==> src/rtl/spi_rx.sv <==
// SPI mode-0 receiver: synchronises scl/sda/cs, deserialises DATA_W bits MSB first, flags aborted frames.
// Latency SYNC_STAGES clk edges from scl capture to bit sample; no backpressure, valid/frame_err are strobes.
module spi_rx #(
    parameter int DATA_W      = 8,
    parameter int SYNC_STAGES = 2
) (
    input  logic              clk,
    input  logic              reset,
    input  logic              cs,
    input  logic              scl,
    input  logic              sda,
    output logic [DATA_W-1:0] data_out,
    output logic              valid,
    output logic              busy,
    output logic              frame_err
);

    localparam int CNT_W = $clog2(DATA_W + 1);

    typedef enum logic [1:0] {
        ST_IDLE,
        ST_SHIFT,
        ST_DONE
    } state_t;

    logic [SYNC_STAGES-1:0] scl_sync_q;
    logic [SYNC_STAGES-1:0] sda_sync_q;
    logic [SYNC_STAGES-1:0] cs_sync_q;
    logic                   scl_q;
    logic                   scl_s;
    logic                   sda_s;
    logic                   cs_s;
    logic                   rise;
    logic [DATA_W-1:0]      shreg_nxt;

    state_t                 state_q;
    logic [CNT_W-1:0]       bit_cnt_q;
    logic [DATA_W-1:0]      shreg_q;
    logic [DATA_W-1:0]      data_out_q;
    logic                   valid_q;
    logic                   busy_q;
    logic                   frame_err_q;

    // cs resets high so a reset never looks like an active frame
    always_ff @(posedge clk or negedge reset) begin
        if (!reset) begin
            scl_sync_q <= '0;
            sda_sync_q <= '0;
            cs_sync_q  <= '1;
            scl_q      <= 1'b0;
        end else begin
            scl_sync_q <= {scl_sync_q[SYNC_STAGES-2:0], scl};
            sda_sync_q <= {sda_sync_q[SYNC_STAGES-2:0], sda};
            cs_sync_q  <= {cs_sync_q[SYNC_STAGES-2:0], cs};
            scl_q      <= scl_s;
        end
    end

    assign scl_s     = scl_sync_q[SYNC_STAGES-1];
    assign sda_s     = sda_sync_q[SYNC_STAGES-1];
    assign cs_s      = cs_sync_q[SYNC_STAGES-1];
    assign rise      = scl_s & ~scl_q;
    assign shreg_nxt = (shreg_q << 1) | DATA_W'(sda_s);

    always_ff @(posedge clk or negedge reset) begin
        if (!reset) begin
            state_q     <= ST_IDLE;
            bit_cnt_q   <= '0;
            shreg_q     <= '0;
            data_out_q  <= '0;
            valid_q     <= 1'b0;
            busy_q      <= 1'b0;
            frame_err_q <= 1'b0;
        end else begin
            valid_q     <= 1'b0;
            frame_err_q <= 1'b0;
            case (state_q)
                ST_IDLE, ST_DONE: begin
                    state_q <= ST_IDLE;
                    if (!cs_s && rise) begin
                        shreg_q   <= DATA_W'(sda_s);
                        bit_cnt_q <= CNT_W'(1);
                        busy_q    <= 1'b1;
                        state_q   <= ST_SHIFT;
                    end
                end
                ST_SHIFT: begin
                    // deselect takes priority over a coincident scl rise
                    if (cs_s) begin
                        frame_err_q <= 1'b1;
                        shreg_q     <= '0;
                        bit_cnt_q   <= '0;
                        busy_q      <= 1'b0;
                        state_q     <= ST_IDLE;
                    end else if (rise) begin
                        shreg_q <= shreg_nxt;
                        if (bit_cnt_q == CNT_W'(DATA_W - 1)) begin
                            data_out_q <= shreg_nxt;
                            valid_q    <= 1'b1;
                            bit_cnt_q  <= '0;
                            busy_q     <= 1'b0;
                            state_q    <= ST_DONE;
                        end else begin
                            bit_cnt_q <= bit_cnt_q + 1'b1;
                        end
                    end
                end
                default: begin
                    state_q <= ST_IDLE;
                    busy_q  <= 1'b0;
                end
            endcase
        end
    end

    assign data_out  = data_out_q;
    assign valid     = valid_q;
    assign busy      = busy_q;
    assign frame_err = frame_err_q;

endmodule

==> config.mk <==
export PLATFORM = sky130hd
export DESIGN_NAME = spi_rx
export DESIGN_NICKNAME = d
export VERILOG_FILES = /design/src/rtl/spi_rx.sv
export SDC_FILE = /design/constraint.sdc
export NUM_CORES = 1
export LEC_CHECK = 0
export ABC_AREA = 1
export BUFFER_PORTS_ARGS = -buffer_cell sky130_fd_sc_hd__buf_4
export CORE_MARGIN = 3
export CORE_UTILIZATION = 55
export DETAILED_ROUTE_END_ITERATION = 8
export GPL_ROUTABILITY_DRIVEN = 0
export PLACE_DENSITY = 0.76
export SLEW_MARGIN = 25
export SYNTH_ARGS = -nofsm -noshare
export SYNTH_HDL_FRONTEND = slang
export SYNTH_SLANG_ARGS = --single-unit
export TNS_END_PERCENT = 50
==> constraint.sdc <==
create_clock -name clk -period 1.45 [get_ports clk]
set_input_delay 0.0725 -clock clk [delete_from_list [all_inputs] [get_ports clk]]
set_output_delay 0.0725 -clock clk [all_outputs]
set_load 0.05 [all_outputs]
==> results_dict.tcl <==
set metrics [dict create \
    vias_per_cell 4.93 \
    ys_seq_area_share_pct 61.9 \
    leakage_uw 0.000787 \
    p_sw_share_pct 23.5 \
    fp.dieW_um 53.8 \
    cp.required_ns 1.71 \
    cts_buffers 5 \
    crit_path_end_kind "register" \
    antenna_found_initial 0 \
    p_comb_share_pct 9.6 \
    yosys_warnings 0 \
    yosysTopAreaCell "dfrtp_1" \
    hpwl_mm 1.38 \
    start_util_pct 61.0 \
    avgSynthCellArea_um2 9.75 \
    drive_gt1_share_pct 23.4 \
    worst_setup_path_start_kind "register" \
    max_freq_ghz 0.773 \
    fillers 157 \
    cpMaxStageDelayCell "dfrtp_1" \
    power.internal_uw 1320 \
    peakVddDrop_uv 1000 \
    synth.net_count 135 \
    ant_nets 0 \
    p_switching_uw 404 \
    path_cells "ha_2 -> nand3_4 -> nor2_2 -> nand2_4 -> clkinv_4 -> nand2_1 -> nand2_1" \
    clkSinkCount 31 \
    syn_area_mm2 0.00126 \
    slew_headroom_pct 75.2 \
    cts.path.max_buffers 2 \
    tightest_slew_ns 0.373 \
    fin_setup_tns_ns 0 \
    synthTopCellsByArea "dfrtp_1 (58%), nand2_1 (16%), dfstp_2 (4.2%)" \
    ioPinCount 16 \
    cts_root_buffer "clkbuf_4" \
    final_cell_mix "nand2_1 (55), dfrtp_1 (29), buf_4 (17), o21ai_1 (10), inv_1 (9)" \
    vias 893 \
    gr-total-overflow 0 \
    yosysTopAreaCellShare_pct 57.7 \
    pre_cts_slack_ns 0.108 \
    netlist-cell-type-count 20 \
    hp-class "in -> async" \
    finalSetupViolations 0 \
    postLayoutCoreUtil_pct 72.9 \
    grt_pass1_vias 843 \
    finalWirelength_mm 2.05 \
    cts_tree "done" \
    synthCells 129 \
    fin_hold_ws_ns 0.204 \
    htreeDepth 2 \
    dieArea_mm2 0.00290 \
    drc 0 \
    min_period_over_period_pct 89.2 \
    first_pass_iters 4 \
    powerDensity_mw_per_mm2 1140 \
    final_common_cell "nand2_1" \
    sequentialPowerShare_pct 53.9 \
    avgRoutedWirePerCell_um 11.3 \
    grt_start_max_net_pins 32 \
    clk_latency_ns 0.32 \
    area_delta_synth_final_pct 19.6 \
    grtUsageTotal_pct 17.9 \
    rsz0062_at_grt "no" \
    setup_ws_ns 0.156 \
    die_h_um 53.8 \
    n_antenna_cell 0 \
    max_stage_delay_ns 0.41 \
    arrival_ns 1.56 \
    max_cap_violations 0 \
    path_class "reg -> reg" \
    crit_top_cell "nand2_1" \
    clk_pin_slew_ns 0.09 \
    period_needed_ns 1.29 \
    status "completed" \
    fin_cells 181 \
    final_hold_viol_count 0 \
    port_buffers 15 \
    slew_violations 0 \
    fin_nets 160 \
    worstPathMaxFanout 10 \
    clock_power_share_pct 36.5 \
    num_rows 16 \
    core_area_mm2 0.00206 \
    grt_pass1_wl_mm 3.54 \
    ys_ff_latch 31 \
    drtIter0Drc 14 \
    fin_skew_ns 0.00654 \
    dp.cells 170 \
]
[kinds of logic (layout without fill, tap and decap cells)]
| logic type | Yosys count | count (layout) | share of synthesized area, % |
|---|---|---|---|
| and+or+nand+nor | 70 | 70 | 25.5 |
| AOI/OAI and AO/OA | 14 | 14 | 5.57 |
| adders and majority gates | 1 | 1 | 0.995 |
| buffers and inverters | 13 | 38 | 6.07 |
| DFF | 31 | 31 | 61.9 |
[sequential cells by signal, indices dropped and copies added (netlist names), 2 cells and up]
register and cells:
data_out 8, shreg_q 7, bit_cnt_q 4, cs_sync_q 2, scl_sync_q 2, sda_sync_q 2
state_q 2
[cell usage after synthesis]
| master | number |
|---|---|
| dfstp_2 | 2 |
| dfrtp_1 | 29 |
| o21ai_0 | 3 |
| clkinv_4 | 1 |
| nand3_2 | 1 |
| or2_2 | 1 |
| inv_1 | 9 |
| nand3_1 | 2 |
| nand2_4 | 2 |
| nor2_2 | 1 |
| nand3_4 | 1 |
| nand2_2 | 2 |
| nand4_1 | 1 |
| nor2_4 | 1 |
| buf_6 | 3 |
| nor2_1 | 3 |
| ha_1 | 1 |
| a21oi_1 | 1 |
| nand2_1 | 55 |
| o21ai_1 | 10 |
[power by group through the flow]
stage / sequential (uW) / combinational, uW / clock (uW)
after detailed placement: 945 / 156 / 0
after global routing: 935 / 184 / 671
after floorplan: 969 / 75.6 / 0
after global placement: 942 / 152 / 0
after CTS: 928 / 164 / 641
final: 928 / 164 / 628
[through the flow]
step | cell area [um^2] | total power (uW)
2_1_floorplan | 1260 | 1040
3_3_place_gp | 1390 | 1090
3_5_place_dp | 1390 | 1100
4_1_cts | 1500 | 1730
5_1_grt | 1500 | 1790
6_report | 1500 | 1720
[metal layers]
metal  routed length, um  GRT usage [%]  vias to the layer above
met3                  82           4.99                        5
met5                   0              0                        -
met1                 899           19.7                      418
li1                    -              -                      454
met4                  44           11.5                        0
met2                1020           30.0                       16
[worst paths after layout]
path | startpoint | endpoint | slack, ns | cells past startpoint
worst max-delay path | bit_cnt_q[1] | data_out[7] | 0.16 | 7
worst min-delay path | reset | data_out[7] | 0.20 | 2
worst max register to register | bit_cnt_q[1] | data_out[7] | 0.16 | 7
worst min register to register | scl_sync_q[0] | scl_sync_q[1] | 0.35 | 0
max in group asynchronous | reset | cs_sync_q[1] | 0.93 | 2
min in group clk | scl_sync_q[0] | scl_sync_q[1] | 0.35 | 0
[final cells by class]
class	count	area [um^2]	share of cell area, %
tap	27	33.8	2.25
multi-input combinational	85	410	27.3
timing repair buffer	21	168	11.1
clock buffer	6	41.3	2.75
inverter	10	42.5	2.83
sequential	31	778	51.7
clock inverter	1	30.0	2.00
[critical path: cells and delay by family, from the launching register on]
family | cells | cell delay (ns)
AND/OR/NAND/NOR | 5 | 0.48
flip-flops | 1 | 0.41
adder cells (fa/ha/maj) | 1 | 0.24
buffers and inverters | 1 | 0.10
[timing repair]
action	CTS	global route
resized for setup	0	2
hold endpoints to repair	34	0
setup buffers	0	0
setup endpoints to repair	0	7
hold buffers	4	0
Note: power is estimated with default switching activity, not from simulation.
